--- src/rtl/mem_arbiter.sv ---
// Two-port (instruction/data) arbiter onto a single shared memory request channel.
// A grant is decided combinationally. The arbiter locks onto the granted port until
// the memory completes the request or the requester withdraws it. When both ports
// request in the same idle cycle, round-robin priority picks the winner.
module mem_arbiter #(
  parameter int unsigned RISCV_ADDR_WIDTH = 32,
  parameter int unsigned RISCV_WORD_WIDTH = 32
) (
  input  logic                        clk,
  input  logic                        rst,
  // Instruction port (read only)
  input  logic                        i_valid_i,
  input  logic [RISCV_ADDR_WIDTH-1:0] i_addr_i,
  output logic                        i_ready_o,
  output logic [RISCV_WORD_WIDTH-1:0] i_rdata_o,
  // Data port
  input  logic                        d_valid_i,
  input  logic [RISCV_ADDR_WIDTH-1:0] d_addr_i,
  input  logic [RISCV_WORD_WIDTH-1:0] d_wdata_i,
  input  logic [3:0]                  d_we_i,
  output logic                        d_ready_o,
  output logic [RISCV_WORD_WIDTH-1:0] d_rdata_o,
  // Shared memory channel
  output logic                        mem_valid_o,
  input  logic                        mem_ready_i,
  output logic [RISCV_ADDR_WIDTH-1:0] mem_addr_o,
  output logic [RISCV_WORD_WIDTH-1:0] mem_wdata_o,
  output logic [3:0]                  mem_we_o,
  input  logic [RISCV_WORD_WIDTH-1:0] mem_rdata_i,
  output logic [1:0]                  owner_o
);

  typedef enum logic [1:0] {
    StIdle  = 2'b00,
    StLockI = 2'b01,
    StLockD = 2'b10
  } state_e;

  typedef enum logic [1:0] {
    GntNone = 2'b00,
    GntI    = 2'b01,
    GntD    = 2'b10
  } grant_e;

  state_e state_q, state_d;
  // 1: the data port completed most recently, so the instruction port wins a tie.
  logic   last_d_q, last_d_d;
  // Holds grants off until the first clock edge after reset is released.
  logic   run_q, run_d;
  grant_e grant;
  logic   done;

  // Arbitration enable: cleared by reset, set on the first clock edge after release
  always_ff @(posedge clk or posedge rst) begin
    if (rst) begin
      run_q <= 1'b0;
    end else begin
      run_q <= run_d;
    end
  end

  // FSM state and round-robin pointer registers
  always_ff @(posedge clk or posedge rst) begin
    if (rst) begin
      state_q  <= StIdle;
      last_d_q <= 1'b1;
    end else begin
      state_q  <= state_d;
      last_d_q <= last_d_d;
    end
  end

  // Combinational grant; reset gates it directly so mem_valid_o drops asynchronously
  always_comb begin
    grant = GntNone;
    if (!rst && run_q) begin
      unique case (state_q)
        StIdle: begin
          if (i_valid_i && d_valid_i) begin
            grant = last_d_q ? GntI : GntD;
          end else if (i_valid_i) begin
            grant = GntI;
          end else if (d_valid_i) begin
            grant = GntD;
          end
        end
        StLockI: if (i_valid_i) grant = GntI;
        StLockD: if (d_valid_i) grant = GntD;
        default: grant = GntNone;
      endcase
    end
  end

  // A ready counts only when a request is actually presented
  always_comb begin
    done = mem_ready_i && (grant != GntNone);
  end

  // Next-state and round-robin pointer update
  always_comb begin
    run_d    = 1'b1;
    state_d  = state_q;
    last_d_d = last_d_q;
    if (done) begin
      last_d_d = (grant == GntD);
    end
    unique case (state_q)
      StIdle: begin
        if (grant == GntI && !mem_ready_i) begin
          state_d = StLockI;
        end else if (grant == GntD && !mem_ready_i) begin
          state_d = StLockD;
        end
      end
      // Leave the lock on completion or when the owner withdraws its request
      StLockI: if (grant != GntI || done) state_d = StIdle;
      StLockD: if (grant != GntD || done) state_d = StIdle;
      default: state_d = StIdle;
    endcase
  end

  // Request payload mux and per-port ready steering
  always_comb begin
    mem_valid_o = 1'b0;
    mem_addr_o  = '0;
    mem_wdata_o = '0;
    mem_we_o    = 4'b0000;
    i_ready_o   = 1'b0;
    d_ready_o   = 1'b0;
    unique case (grant)
      GntI: begin
        mem_valid_o = i_valid_i;
        mem_addr_o  = i_addr_i;
        i_ready_o   = mem_ready_i;
      end
      GntD: begin
        mem_valid_o = d_valid_i;
        mem_addr_o  = d_addr_i;
        mem_wdata_o = d_wdata_i;
        mem_we_o    = d_we_i;
        d_ready_o   = mem_ready_i;
      end
      default: begin
        mem_valid_o = 1'b0;
      end
    endcase
  end

  // Read data is shared by both ports; only the ready qualifies it
  always_comb begin
    i_rdata_o = mem_rdata_i;
    d_rdata_o = mem_rdata_i;
    owner_o   = grant;
  end

endmodule

--- config.mk ---
export PLATFORM = sky130hd
export DESIGN_NAME = mem_arbiter
export DESIGN_NICKNAME = d
export VERILOG_FILES = /design/src/rtl/mem_arbiter.sv
export SDC_FILE = /design/constraint.sdc
export NUM_CORES = 1
export LEC_CHECK = 0
export CORE_AREA = 2 2 105 107
export CTS_BUF_LIST = sky130_fd_sc_hd__clkbuf_2 sky130_fd_sc_hd__clkbuf_4 sky130_fd_sc_hd__clkbuf_8
export DETAILED_ROUTE_END_ITERATION = 10
export DIE_AREA = 0 0 107 109
export GPL_TIMING_DRIVEN = 0
export PLACE_DENSITY = 0.63
export SLEW_MARGIN = 20
export SYNTH_ARGS = -nofsm -noshare
export SYNTH_HDL_FRONTEND = slang
export SYNTH_SLANG_ARGS = --single-unit
export TNS_END_PERCENT = 30
--- constraint.sdc ---
create_clock -name clk -period 1.65 [get_ports clk]
set_input_delay 0.165 -clock clk [delete_from_list [all_inputs] [get_ports clk]]
set_output_delay 0.165 -clock clk [all_outputs]
set_load 0.02 [all_outputs]
# Word-level counts from Yosys, hierarchy flattened
# Cells that the tools add are included.
# Widths: inputs -> output; s select.
totals:
  regBits: 4
  word_cells: 42
  input_bits: 137
classes:
  mux: 18
  n_reduce_logical: 12
  n_eq_ne: 9
ops:
  columns: ["operator", "n"]
  rows:
  - ["$pmux 32 s2", 1]
  - ["$mux 32", 1]
  - ["$mux 2", 9]
  - ["$pmux 2 s3", 2]
  - ["$ne 2x2->1 const B", 3]
  - ["$logic_and 1x1->1", 5]
  - ["$eq 2x1->1 const B", 2]
  - ["$eq 2x2->1 const B", 2]
  - ["$mux 4", 1]
  - ["$mux 1", 3]
  - ["$ne 3x3->1 const B", 1]
  - ["$reduce_and 3->1", 1]
  - ["$logic_not 1->1", 2]
  - ["$logic_not 2->1", 1]
  - ["$logic_or 1x1->1", 2]
  - ["$ne 2x1->1 const B", 1]
  - ["$pmux 1 s2", 1]
  - ["$reduce_bool 2->1", 1]

# Logic depth before layout (Yosys ltp)
# Gate-level depths: netlist of run 1.
depth:
  depth_word: 10
  ltp_mapped: 8
  mapped_depth_nobuf: 7

# Least setup slack after synthesis of run 1
# OpenSTA, ideal clock, no wires.
synth_path:
  path_type: "reg2out"
  from: "reg state_q[0]"
  to: "out mem_addr_o[3]"
  arrival_time_ps: 1819
  path_slack_ps: -334
  path_stages_with_launch: 9
  n_path_buf: 2
  cell_sequence: "dfrtp_1 > nand2b_4 > a211o_1 > inv_1 > ha_1 > buf_4 > clkbuf_2 > a22oi_1 > nor2_1"
synth_via:
  elab_chain_len: 5
synth_lines:
  columns: ["item", "line", "source"]
  rows:
  - ["from (decl)", "45", "state_e state_q, state_d;"]
  - ["from (signal assigned)", "65", "state_q <= StIdle;"]
  - ["from (signal assigned)", "68", "state_q <= state_d;"]
  - ["$eq 2x2->1, or another cell as far along", "77", "unique case (state_q)"]
  - ["$pmux 2 s3 (*)", "77", null]
  - ["$mux 2 (*)", "76", "if (!rst && run_q) begin"]
  - ["named net owner_o[1]", "30", "output logic [1:0] owner_o"]
  - ["$eq 2x2->1 or $eq 2x1->1 (tied branches)", "130", "unique case (grant)"]
  - ["$pmux 32 s2 (*)", "130", null]
  - ["to (decl)", "26", "output logic [RISCV_ADDR_WIDTH-1:0] mem_addr_o,"]
# Mark *: on every way through the listed nets, which the timed path passes. The rest lies on a longest branch.

# Worst setup path in the final report of run 1
layout_path:
  from: "reg state_q[0]"
  to: "out mem_addr_o[1]"
layout_via:
  elab_chain_len: 5
layout_lines:
  columns: ["item", "line"]
  rows:
  - ["$eq 2x2->1, or another cell as far along", "77"]
  - ["$pmux 2 s3 (*)", "77"]
  - ["$mux 2 (*)", "76"]
  - ["$eq 2x2->1 or $eq 2x1->1 (tied branches)", "130"]
  - ["$pmux 32 s2 (*)", "130"]
# Every way passes the cells marked *; elsewhere a longest branch is shown, timed or not.

==> results.txt, run 1 <==
The run finished, with violations left. The final reports fail on negative setup slack. The number of global-route vias before repair came out at 2384.

Global routing used 14.2% of the available tracks across all layers. The cell count after synthesis came out at 209. For this run the aggregate overflow at the end of global routing stands at 0. The buffering stage count on the worst path with inverters included is 3. The top fanout value on the critical path came out at 7.

In this run the power spent charging and discharging nets is 0.500 mW. The count of nets after finishing is 609. Setup repair after global routing could not meet its margin everywhere. In this run, flip-flops and latches consume 7.8% of the power.

The clock period minus final worst setup slack is 2100 ps. Counting the buffers created by CTS gives 3. The worst setup path is of the flip-flop to output pin kind. The number of port buffers came out at 241. The leakage power is 1.98 nW. STA classifies the critical path endpoint as an output pin. The detailed router's first-iteration violation count came out at 52. The delay of the slowest cell on the worst path came out at 380 ps.

In this run, distinct cell masters in the synthesized netlist total 23. The flop-to-flop setup slack is -200 ps. The total I/O pin count came out at 274. The average instance area after synthesis is 6.99 sq um.

The number of max-slew violations in the final report is 0. Power comes to 1.45 mW. The wire length per cell came out at 14.8 microns.

The cell type with the highest occurrence count on the critical path is sky130_fd_sc_hd__buf_4. Final hold analysis gives a worst-case slack of 518 ps. From left edge to right edge, the die measures 107 microns. After legalization and detailed placement, the total HPWL measured 7.56 mm. The final-report setup violation count is 73. The maximum clock skew at final layout came out at 9.62 ps. The worst setup path is launched from a flip-flop. The number of antenna violations at the first check in global routing came to 0.

The cell family contributing the most delay on the critical path is compound AO/OA/AOI/OAI gates. The total clock sinks is 4. The clock latency reported for the late side of the worst-skew pair is 220 ps. In this run, synthesis produced a sequential element count of 4. The worst path uses 127% of the clock period.

The overall die area came out at 11700 sq um. In this run the number of H-tree levels came out at 1. The critical path goes through nand2b_4 > a211o_4 > ha_4 > buf_12 > buf_4 > a22oi_2 > nor2_4 > buf_4.

For this configuration, the core starts out at a cell density of 13.8%. The die outline height came out at 109 microns. The worst supply voltage drop on vdd came out at 0.305 mV. Of the synthesized area, sequential elements account for 6.94%.

The cell row count is 38. The remaining antenna violation count is 0. Wires add up to 9.00 mm. The clock network fraction of total power is 16.8%. For the worst setup path, the data arrival time is 1930 ps. The slowest stage of the critical path belongs to the cell sky130_fd_sc_hd__dfrtp_1. The placeable core area is 10600 sq um. The first-pass GRT wire length is 13.0 mm. Cells with a size suffix above 1 make up 56.0% of the layout. The post-synthesis instance area is 1460 sq um. The remaining design rule violation count came out at 0. After detailed routing, the number of vias per cell comes to 3.78. The total number of vias came out at 2299.

The clock transition at the register clock pins on the worst setup and hold paths after CTS came out at 40 ps. The internal portion of the total power is 0.947 mW. Timing would allow up to 477 MHz. The weighted congestion reported at the end of routability-driven placement came out at 0.830. The share of flip-flops with an asynchronous set or reset is 100%. The total nets after synthesis is 349.

The pin count of the biggest net entering global routing is 11. The area added between synthesis and finish came out at 233%. 0 antenna diodes ended up in the layout. Clock tree synthesis selected as its root buffer the cell sky130_fd_sc_hd__clkbuf_8. The number of enable flip-flop cells after synthesis came out at 0. The first-pass detailed-route iteration total came out at 3. The switching fraction of total power is 34.6%. The maximum buffer depth of the clock tree is 2. Setup slack on the critical path of the routed design comes to -447 ps. The total power density per cell area came out at 298 nW/um^2.

The final count of hold timing violations was 0. Across the run, the number of max-cap violations was 0. In this run the worst hold path is classified as primary input to async pin. For the worst setup path, the data required time is 1480 ps. The count of warnings emitted by yosys is 0. The TritonCTS clock tree is yes.

Combinational logic is responsible for 75.4% of the overall power. For this run, the leading register cell type out of synthesis is sky130_fd_sc_hd__dfrtp_1.
## cells in the final DEF, fill, tap and decap left out, drive strengths merged
master / count
inv: 2
a21oi: 2
a211o: 1
nand2: 1
ha: 3
dfstp: 1
nand2b: 4
buf: 161
conb: 1
clkbuf: 8
a22oi: 33
nor2b: 2
o21a: 1
dfrtp: 3
o21ai: 1
and2: 38
mux2: 1
dlygate4sd2: 4
dlygate4sd3: 1
nor2: 34
clkdlybuf4s50: 165
nor3b: 1
## per-stage QoR
stage	setup TNS (ps)	instance area [sq um]	setup WS [ps]	util (%)	std cells
final	-27480	4860	-447	45.8	608
after global routing	-31910	4860	-512	45.8	608
after CTS	-27130	4790	-431	45.2	606
after detailed placement	-71780	4510	-1120	42.5	590
after global placement	-70340	4510	-1100	42.5	590
after floorplan	-6010	1920	-103	-	209
## kinds of logic after synthesis
logic type / share of synthesized area (%)
flops: 6.94
buf+inv: 41.5
compound gates: 19.1
other cells: 0.257
simple gates: 28.9
fa+ha+maj: 2.57
mux: 0.771
## layer usage
metal  track usage, %  routed length (microns)  vias up
li1                 -                        -     1143
met1             17.6                     3510     1035
met2             26.6                     4850      115
met3             2.27                      590        6
met4             1.58                       53        0
met5                0                        0        -
## cell type report
| cell class | instances | area (sq um) |
|---|---|---|
| timing repair buffer | 255 | 2480 |
| sequential | 4 | 101 |
| tap | 140 | 175 |
| inverter | 2 | 10.0 |
| multi-input combinational | 123 | 1260 |
| buffer | 80 | 787 |
| clock buffer | 4 | 48.8 |
| fill | 1013 | 5740 |
## registers in the layout (all words and copies together) (netlist names)
| name | count |
|---|---|
| last_d_q | 1 |
| run_q | 1 |
| state_q | 2 |
## Yosys cell counts, types with 2 or more instances
library cell / count / area share, %
sky130_fd_sc_hd__a21oi_1: 2 / 0.69
sky130_fd_sc_hd__a22oi_1: 33 / 17
sky130_fd_sc_hd__and2_1: 38 / 16
sky130_fd_sc_hd__buf_2: 3 / 1.0
sky130_fd_sc_hd__buf_4: 67 / 34
sky130_fd_sc_hd__buf_6: 5 / 3.9
sky130_fd_sc_hd__clkbuf_2: 4 / 1.4
sky130_fd_sc_hd__dfrtp_1: 3 / 5.1
sky130_fd_sc_hd__ha_1: 3 / 2.6
sky130_fd_sc_hd__inv_1: 2 / 0.51
sky130_fd_sc_hd__nand2b_1: 3 / 1.3
sky130_fd_sc_hd__nor2_1: 34 / 8.7
sky130_fd_sc_hd__nor2b_1: 2 / 0.86
## timing repair
action / 4_1_cts / 5_1_grt
resized for setup: 432 / 16
buffers inserted: 9 / 2
pin swaps: 34 / 6
hold buffers: 1 / 0
endpoints found under the setup margin: 75 / 75
endpoints found under the hold margin: 3 / 0
gates cloned: 2 / 0
## power groups by stage
stage	logic, mW	registers, mW	clock network, mW
after floorplan	0.489	0.110	0
after global placement	1.01	0.111	0
after detailed placement	1.02	0.112	0
after CTS	1.09	0.112	0.246
after global routing	1.15	0.113	0.250
final	1.09	0.113	0.243
## tightest hold or removal path: cells and delay by family
family,cells,cell delay [ps]
buffers and inverters,3,930
## final timing paths
path | cells after the start | to | start
max | 8 | mem_addr_o[1] | state_q[0]
min | 3 | state_q[1] | rst
max reg2reg | 9 | state_q[1] | state_q[0]
min reg2reg | 3 | state_q[1] | state_q[0]
max in group asynchronous | 3 | last_d_q | rst
min in group clk | 3 | state_q[1] | state_q[0]
No activity file was read; power rests on OpenSTA's default activity.
==> run 2, diff against run 1 <==
--- a/config.mk
+++ b/config.mk
@@ -9,7 +9,6 @@
 export CTS_BUF_LIST = sky130_fd_sc_hd__clkbuf_2 sky130_fd_sc_hd__clkbuf_4 sky130_fd_sc_hd__clkbuf_8
 export DETAILED_ROUTE_END_ITERATION = 10
 export DIE_AREA = 0 0 107 109
-export GPL_TIMING_DRIVEN = 0
 export PLACE_DENSITY = 0.63
 export SLEW_MARGIN = 20
 export SYNTH_ARGS = -nofsm -noshare
==> run 2 against run 1 <==
Against the previous run: the flow still finishes with violations (negative setup slack); sequential power barely moved; combinational power fell by 31%; sequential cell count did not move; clock power barely moved; utilization fell by 9.6 points; via count fell by 19%; hold slack got worse by 370 ps; sequential share of layout area rose by 0.55 points; setup slack got worse by 65 ps; first-iteration DRC count fell by 1.9%; maximum frequency fell by 3.0%.
==> results.txt, run 2 (synthesis gave the netlist of run 1 again) <==
The number of maximum-capacitance violations came out at 0 (unchanged). The final worst-path cycle share came out at 131% (was 127%). The share of layout cells above drive strength 1 came to 55.9% (was 56.0%). The buffering stage count on the worst path with inverters included came out at 4 (was 3). The all-layer global routing usage came out at 11.9% (was 14.2%). The final total power is 1.10 mW (was 1.45 mW). The clock tree root driver cell was sky130_fd_sc_hd__clkbuf_8 (unchanged). The clock latency reported for the late side of the worst-skew pair is 220 ps (about the same).

Biggest regs: state_q x2, last_d_q x1, run_q x1 (unchanged). The class of the tightest hold or removal check is primary input to async pin (unchanged). The nature of the critical path startpoint is a flip-flop (unchanged). The number of H-tree branching levels was 1 (unchanged).

The first-pass detailed-route iteration total is 4 (was 3). The most common cell after layout, fill and taps aside is sky130_fd_sc_hd__clkdlybuf4s50_1 (unchanged). The cell row count came out at 38 (unchanged). The total power density per cell area is 287 nW/um^2 (was 298 nW/um^2).

The count of filler cells inserted in the layout came out at 1069 (was 1013). Most frequent cells in the layout: 102 x sky130_fd_sc_hd__clkdlybuf4s50_1, 58 x sky130_fd_sc_hd__buf_6, 34 x sky130_fd_sc_hd__and2_1 (was 165 x sky130_fd_sc_hd__clkdlybuf4s50_1, 119 x sky130_fd_sc_hd__buf_4, 33 x sky130_fd_sc_hd__a22oi_2). The wire length per cell is 16.5 microns (was 14.8 microns).

The remaining antenna violation count is 0 (unchanged). The minimum setup slack in the final design is -512 ps (was -447 ps). The final count of hold timing violations was 0 (unchanged). The number of max-slew violations in the final report came out at 0 (unchanged).

The clock transition at the register clock pins on the worst setup and hold paths after CTS came out at 30 ps (was 40 ps). The overall die area came out at 11700 sq um (unchanged). Violated checks: negative setup slack (unchanged). The effective utilization at floorplan came out at 13.8% (unchanged). The sum of routed wire length over all layers came out at 7.98 mm (was 9.00 mm). The post-place setup slack came out at -1010 ps (was -1120 ps). The clock period minus final worst setup slack came out at 2160 ps (was 2100 ps).

The critical path data arrival time came out at 2000 ps (was 1930 ps). Run status: finished with violations (unchanged). The number of diodes is 0 (unchanged). The number of global-route vias before repair came to 1947 (was 2384). The first-pass GRT wire length is 10.8 mm (was 13.0 mm). The total I/O pin count was 274 (unchanged). The final design instance area without fill is 3840 sq um (was 4860 sq um). The number of buffers inserted by hold repair at cts is 0 (was 1). The register ranked first by flip-flop count is state_q (unchanged). The pin count of the biggest net entering global routing is 47 (was 11). The kind of cell with the highest combined delay on the critical path is buffers and inverters (was compound AO/OA/AOI/OAI gates). The total congestion overflow after global routing is 0 (unchanged). The die span in x is 107 microns (unchanged). The total clock buffers created by CTS came out at 3 (unchanged). The flip-flop count of the largest register, all copies and words added came to 2 (unchanged). The highest clock rate came out at 463 MHz (was 477 MHz). The total number of vias is 1862 (was 2299).

Series of cell instances along the critical path: nand2b_4 > a211o_1 > buf_6 > ha_4 > buf_12 > buf_12 > nor2_4 > buf_6 (was nand2b_4 > a211o_4 > ha_4 > buf_12 > buf_4 > a22oi_2 > nor2_4 > buf_4). The TritonCTS clock tree is yes (unchanged). The critical-path cell with the highest stage delay is sky130_fd_sc_hd__dfrtp_1 (unchanged).

The number of antenna violations at the first check in global routing came out at 0 (unchanged). The placeable core area came to 10600 sq um (unchanged). The area added between synthesis and finish is 163% (was 233%).

The total placed instance area is 3450 sq um (was 4510 sq um). The leakage power was 1.46 nW (was 1.98 nW). The top fanout value on the critical path was 5 (was 7). The worst supply voltage drop on vdd is 0.441 mV (was 0.305 mV).

The delay of the slowest cell on the worst path was 380 ps (about the same). The final-report setup violation count was 73 (unchanged). The detailed router's first-iteration violation count came out at 51 (was 52). The detailed-route vias per instance came out at 3.84 (was 3.78). The remaining design rule violation count is 0 (unchanged). The number of port buffers came out at 177 (was 241).

The post-detailed-placement half-perimeter wirelength is 5.87 mm (was 7.56 mm). Setup repair after global routing missed its margin: true (unchanged). The required time of the critical path came to 1480 ps (about the same). The kind of end point of the critical path is an output pin (unchanged). The total clock sinks was 4 (unchanged). The weighted congestion reported at the end of routability-driven placement is 0.780 (was 0.830). The count of nets after finishing came out at 486 (was 609). The category of the critical setup timing path is flip-flop to output pin (unchanged). The maximum buffer depth of the clock tree came out at 2 (unchanged). The die outline height is 109 microns (unchanged). The maximum clock skew at final layout is 3.29 ps (was 9.62 ps).
[run 2: path summary, 6_finish.rpt]
kind                            cells past startpoint            start  slack (ps)        endpoint
worst min-delay path                                2              rst         150      state_q[0]
worst max register to register                      8       state_q[0]        -140      state_q[1]
min in group clk                                    0  mem_rdata_i[15]         330   d_rdata_o[15]
worst max-delay path                                8       state_q[0]        -510  mem_addr_o[12]
max in group asynchronous                           2              rst        1280        last_d_q
worst min register to register                      2       state_q[0]         570      state_q[1]
[run 2: cell type report]
class	instances	area, sq um	share of cell area [%]
Clock buffer	4	48.8	1.27
Sequential cell	4	101	2.64
Inverter	2	7.51	0.195
Timing Repair Buffer	212	2280	59.4
Multi-Input combinational cell	123	1230	32.0
Tap cell	140	175	4.56
[run 2: routing by layer]
layer  track usage [%]  up-vias  part of all wire (%)
li1                  -      897                     -
met1              14.5      853                    41
met2              21.0       98                    51
met3              2.51       14                   6.9
met4              3.71        0                   1.2
met5                 0        -                     0
[run 2: power breakdown]
part           internal, mW  switching, mW
sequential            0.106        0.00640
clock                 0.182         0.0589
combinational         0.456          0.294
[run 2: through the flow]
stage | TNS, ps | hold WS, ps | cells | utilization, %
6_report | -30450 | 149 | 485 | 36.3
5_1_grt | -35550 | 154 | 485 | 36.3
4_1_cts | -33240 | 139 | 482 | 34.6
3_5_place_dp | -67010 | 330 | 466 | 32.5
3_3_place_gp | -62200 | 330 | 466 | 32.5
2_1_floorplan | -6010 | -69.6 | 209 | -
[run 2: timing repair]
action | 4_1_cts | 5_1_grt
gates resized for setup | 385 | 59
buffers inserted | 8 | 4
hold endpoints to repair | 0 | 0
setup endpoints to repair | 75 | 75
pin swaps | 18 | 24
gates cloned | 4 | 3
[run 2: worst reg2reg max path: cells and delay by family, from the launching register on]
family / cells / cell delay (ps)
AND/OR/NAND/NOR: 3 / 450
adder cells (fa/ha/maj): 1 / 210
AO/OA/AOI/OAI: 2 / 350
flip-flops: 1 / 380
buffers and inverters: 2 / 300
==> run 3, diff against run 2 <==
--- a/config.mk
+++ b/config.mk
@@ -5,11 +5,13 @@
 export SDC_FILE = /design/constraint.sdc
 export NUM_CORES = 1
 export LEC_CHECK = 0
-export CORE_AREA = 2 2 105 107
+export CELL_PAD_IN_SITES_DETAIL_PLACEMENT = 0
+export CELL_PAD_IN_SITES_GLOBAL_PLACEMENT = 1
+export CORE_MARGIN = 1
+export CORE_UTILIZATION = 10
 export CTS_BUF_LIST = sky130_fd_sc_hd__clkbuf_2 sky130_fd_sc_hd__clkbuf_4 sky130_fd_sc_hd__clkbuf_8
 export DETAILED_ROUTE_END_ITERATION = 10
-export DIE_AREA = 0 0 107 109
-export PLACE_DENSITY = 0.63
+export PLACE_DENSITY_LB_ADDON = 0.2
 export SLEW_MARGIN = 20
 export SYNTH_ARGS = -nofsm -noshare
 export SYNTH_HDL_FRONTEND = slang
==> run 3 against run 2 <==
Against the previous run: the run still ends with negative setup slack left; count of clock-buffer cells in the layout is the same; die area rose by 29%; clock skew decreased by 3.1 ps; clock power hardly changed; sequential power about the same; critical path type unchanged; highest routed layer unchanged.
==> results.txt, run 3 (synthesis gave the netlist of run 1 again) <==
The buffering stage count on the worst path with inverters included came out at 4 (unchanged). The number of global-route vias before repair came out at 1963 (was 1947). The top layer reached by signal wires is met4 (unchanged). The die outline height is 123 microns (was 109 microns). The area added between synthesis and finish came out at 163% (about the same).

Series of cell instances along the critical path: nor2b_2 > nor2b_4 > o21ai_2 > ha_4 > buf_12 > buf_16 > buf_6 > a22oi_2 > nor2_4 > buf_6 (was nand2b_4 > a211o_1 > buf_6 > ha_4 > buf_12 > buf_12 > nor2_4 > buf_6). The cell depth of the worst hold path is 0. The cell row count was 43 (was 38). The number of max-slew violations in the final report is 0 (unchanged). The top fanout value on the critical path came to 6 (was 5). The count of filler cells inserted in the layout came out at 1477 (was 1069). The sum of routed wire length over all layers is 7.12 mm (was 7.98 mm). Biggest regs: state_q x2, last_d_q x1, run_q x1 (unchanged).

The required time of the critical path is 1480 ps (about the same). The TritonCTS clock tree is yes (unchanged). The class of the tightest hold or removal check is primary input to output pin (was primary input to async pin).

The category of the critical setup timing path was flip-flop to output pin (unchanged). The critical-path cell with the highest stage delay was sky130_fd_sc_hd__dfrtp_1 (unchanged). The number of port buffers is 177 (unchanged).

The switching fraction of total power is 32.1% (was 32.6%). The number of H-tree branching levels came out at 1 (unchanged). The total I/O pin count is 274 (unchanged). The kind of cell with the highest combined delay on the critical path was buffers and inverters (unchanged). The share of layout cells above drive strength 1 was 56.4% (was 55.9%).

The clock tree root driver cell was sky130_fd_sc_hd__clkbuf_8 (unchanged). The nature of the critical path startpoint is a flip-flop (unchanged). The critical path data arrival time was 1980 ps (was 2000 ps). The final count of hold timing violations is 0 (unchanged). The post-detailed-placement half-perimeter wirelength is 5.39 mm (was 5.87 mm). The register ranked first by flip-flop count was state_q (unchanged). The number of maximum-capacitance violations came out at 0 (unchanged). The total clock sinks is 4 (unchanged). The maximum clock skew at final layout came out at 0.161 ps (was 3.29 ps). The detailed-routed wire length on met2 came out at 3.79 mm (was 4.04 mm). The cell depth of the worst flop-to-flop path is 9 (was 8). The detailed router's first-iteration violation count came out at 34 (was 51). The final-report setup violation count is 73 (unchanged). The first-pass detailed-route iteration total was 2 (was 4). The kind of end point of the critical path is an output pin (unchanged).

The detailed-routing wirelength on met1 is 2.42 mm (was 3.29 mm). The wire length per cell came out at 13.4 microns (was 16.5 microns). The count of nets after finishing is 492 (was 486). The highest clock rate came to 467 MHz (was 463 MHz).

The number of antenna violations at the first check in global routing is 0 (unchanged). The clock transition at the register clock pins on the worst setup and hold paths after CTS is 30 ps (about the same). The total placed instance area is 3490 sq um (was 3450 sq um).

The total power density per cell area is 280 nW/um^2 (was 287 nW/um^2). The delay of the slowest cell on the worst path was 400 ps (was 380 ps). The final design instance area without fill is 3850 sq um (was 3840 sq um). The clock network fraction of total power was 22.7% (was 21.8%). The total congestion overflow after global routing came out at 0 (unchanged). The cell-internal power came to 0.730 mW (was 0.744 mW).

The minimum setup slack in the final design is -491 ps (was -512 ps). Run status: finished with violations (unchanged). The maximum buffer depth of the clock tree came to 2 (unchanged). The sequential cell area came out at 101 sq um (unchanged).

The pin count of the biggest net entering global routing was 45 (was 47). The wire length on met3 is 767 microns (was 553 microns). The total clock buffers created by CTS is 3 (unchanged).

The all-layer global routing usage is 8.83% (was 11.9%). Setup repair after global routing missed its margin: true (unchanged). The final-layout setup total negative slack was -26070 ps (was -30450 ps). The number of diodes is 0 (unchanged). The power dissipated by switching net loads came out at 0.346 mW (was 0.359 mW). The overall die area came to 15100 sq um (was 11700 sq um).

The total number of vias came out at 1865 (was 1862). The clock latency reported for the late side of the worst-skew pair is 220 ps (about the same). The area used by multi-input combinational logic came out at 1240 sq um (was 1230 sq um). The cell that appears most often on the critical path is sky130_fd_sc_hd__buf_6. The worst supply voltage drop on vdd was 0.319 mV (was 0.441 mV). The leakage power came out at 1.46 nW (about the same).

The remaining design rule violation count came to 0 (unchanged). The sequential fraction of design power is 10.3% (was 10.2%). The first-pass GRT wire length came out at 10.2 mm (was 10.8 mm). The die span in x is 123 microns (was 107 microns). Violated checks: negative setup slack (unchanged). The remaining antenna violation count is 0 (unchanged). The part of the total power dissipated in combinational logic is 67.1% (was 67.9%). The clock period minus final worst setup slack came to 2140 ps (was 2160 ps).

The most common cell after layout, fill and taps aside is sky130_fd_sc_hd__clkdlybuf4s50_1 (unchanged). The flip-flop count of the largest register, all copies and words added came out at 2 (unchanged). Most frequent cells in the layout: 101 x sky130_fd_sc_hd__clkdlybuf4s50_1, 54 x sky130_fd_sc_hd__buf_4, 45 x sky130_fd_sc_hd__buf_6 (was 102 x sky130_fd_sc_hd__clkdlybuf4s50_1, 58 x sky130_fd_sc_hd__buf_6, 34 x sky130_fd_sc_hd__and2_1). The weighted congestion reported at the end of routability-driven placement was 0.728 (was 0.780). The path length in cells of the critical path is 10 (was 8). The detailed-route vias per instance is 3.51 (was 3.84). The effective utilization at floorplan is 10.4% (was 13.8%). The final worst-path cycle share came to 130% (was 131%). The placeable core area is 14000 sq um (was 10600 sq um).
[run 3: metal layers]
layer | vias up | GRT usage (%)
li1 | 907 | -
met1 | 828 | 8.83
met2 | 112 | 17.3
met3 | 18 | 2.32
met4 | 0 | 2.97
met5 | - | 0
[run 3: path summary, 6_finish.rpt]
check	start	end	slack (ps)
worst min-delay path	mem_rdata_i[13]	d_rdata_o[13]	330
worst max-delay path	state_q[1]	mem_addr_o[3]	-490
worst min register to register	state_q[0]	state_q[1]	540
worst max register to register	state_q[0]	state_q[1]	-90
max in group asynchronous	rst	last_d_q	910
min in group asynchronous	rst	run_q	520
[run 3: through the flow]
step / total power, mW / setup slack [ps] / cells / hold WS (ps) / util [%]
6_report: 1.08 / -491 / 531 / 330 / 27.4
5_1_grt: 1.14 / -567 / 531 / 330 / 27.4
4_1_cts: 1.08 / -556 / 526 / 330 / 26.8
3_5_place_dp: 0.759 / -979 / 505 / 330 / 24.9
3_3_place_gp: 0.760 / -995 / 505 / 330 / 24.9
2_1_floorplan: 0.599 / -103 / 209 / -69.6 / -
[run 3: layout make-up]
type	count	area share, %
timing repair buffer	218	57.9
clock buffer	4	1.27
tap	180	5.86
multi-input combinational	123	32.1
sequential	4	2.63
inverter	2	0.195
[run 3: worst register-to-register path, cell delays in order (launching register included)]
cell	delay [ps]
sky130_fd_sc_hd__dfrtp_1	370
sky130_fd_sc_hd__nand2b_4	160
sky130_fd_sc_hd__buf_6	110
sky130_fd_sc_hd__o21a_4	210
sky130_fd_sc_hd__ha_4	200
sky130_fd_sc_hd__buf_6	140
sky130_fd_sc_hd__buf_4	130
sky130_fd_sc_hd__nor2_1	90
sky130_fd_sc_hd__a21oi_1	50
sky130_fd_sc_hd__nor3b_1	190
[run 3: power groups by stage]
stage	clock network, mW	logic (mW)	registers (mW)
final	0.244	0.722	0.110
after CTS	0.251	0.715	0.110
after global routing	0.257	0.769	0.111
after detailed placement	0	0.648	0.112
after global placement	0	0.648	0.112
after floorplan	0	0.489	0.110
[run 3: timing repair]
item | in CTS | in global routing
resized for setup | 396 | 29
hold buffers | 1 | 0
endpoints found under the hold margin | 3 | 0
pin swaps | 35 | 18
buffers inserted | 12 | 6
cloned | 4 | 0
setup endpoints to repair | 75 | 76
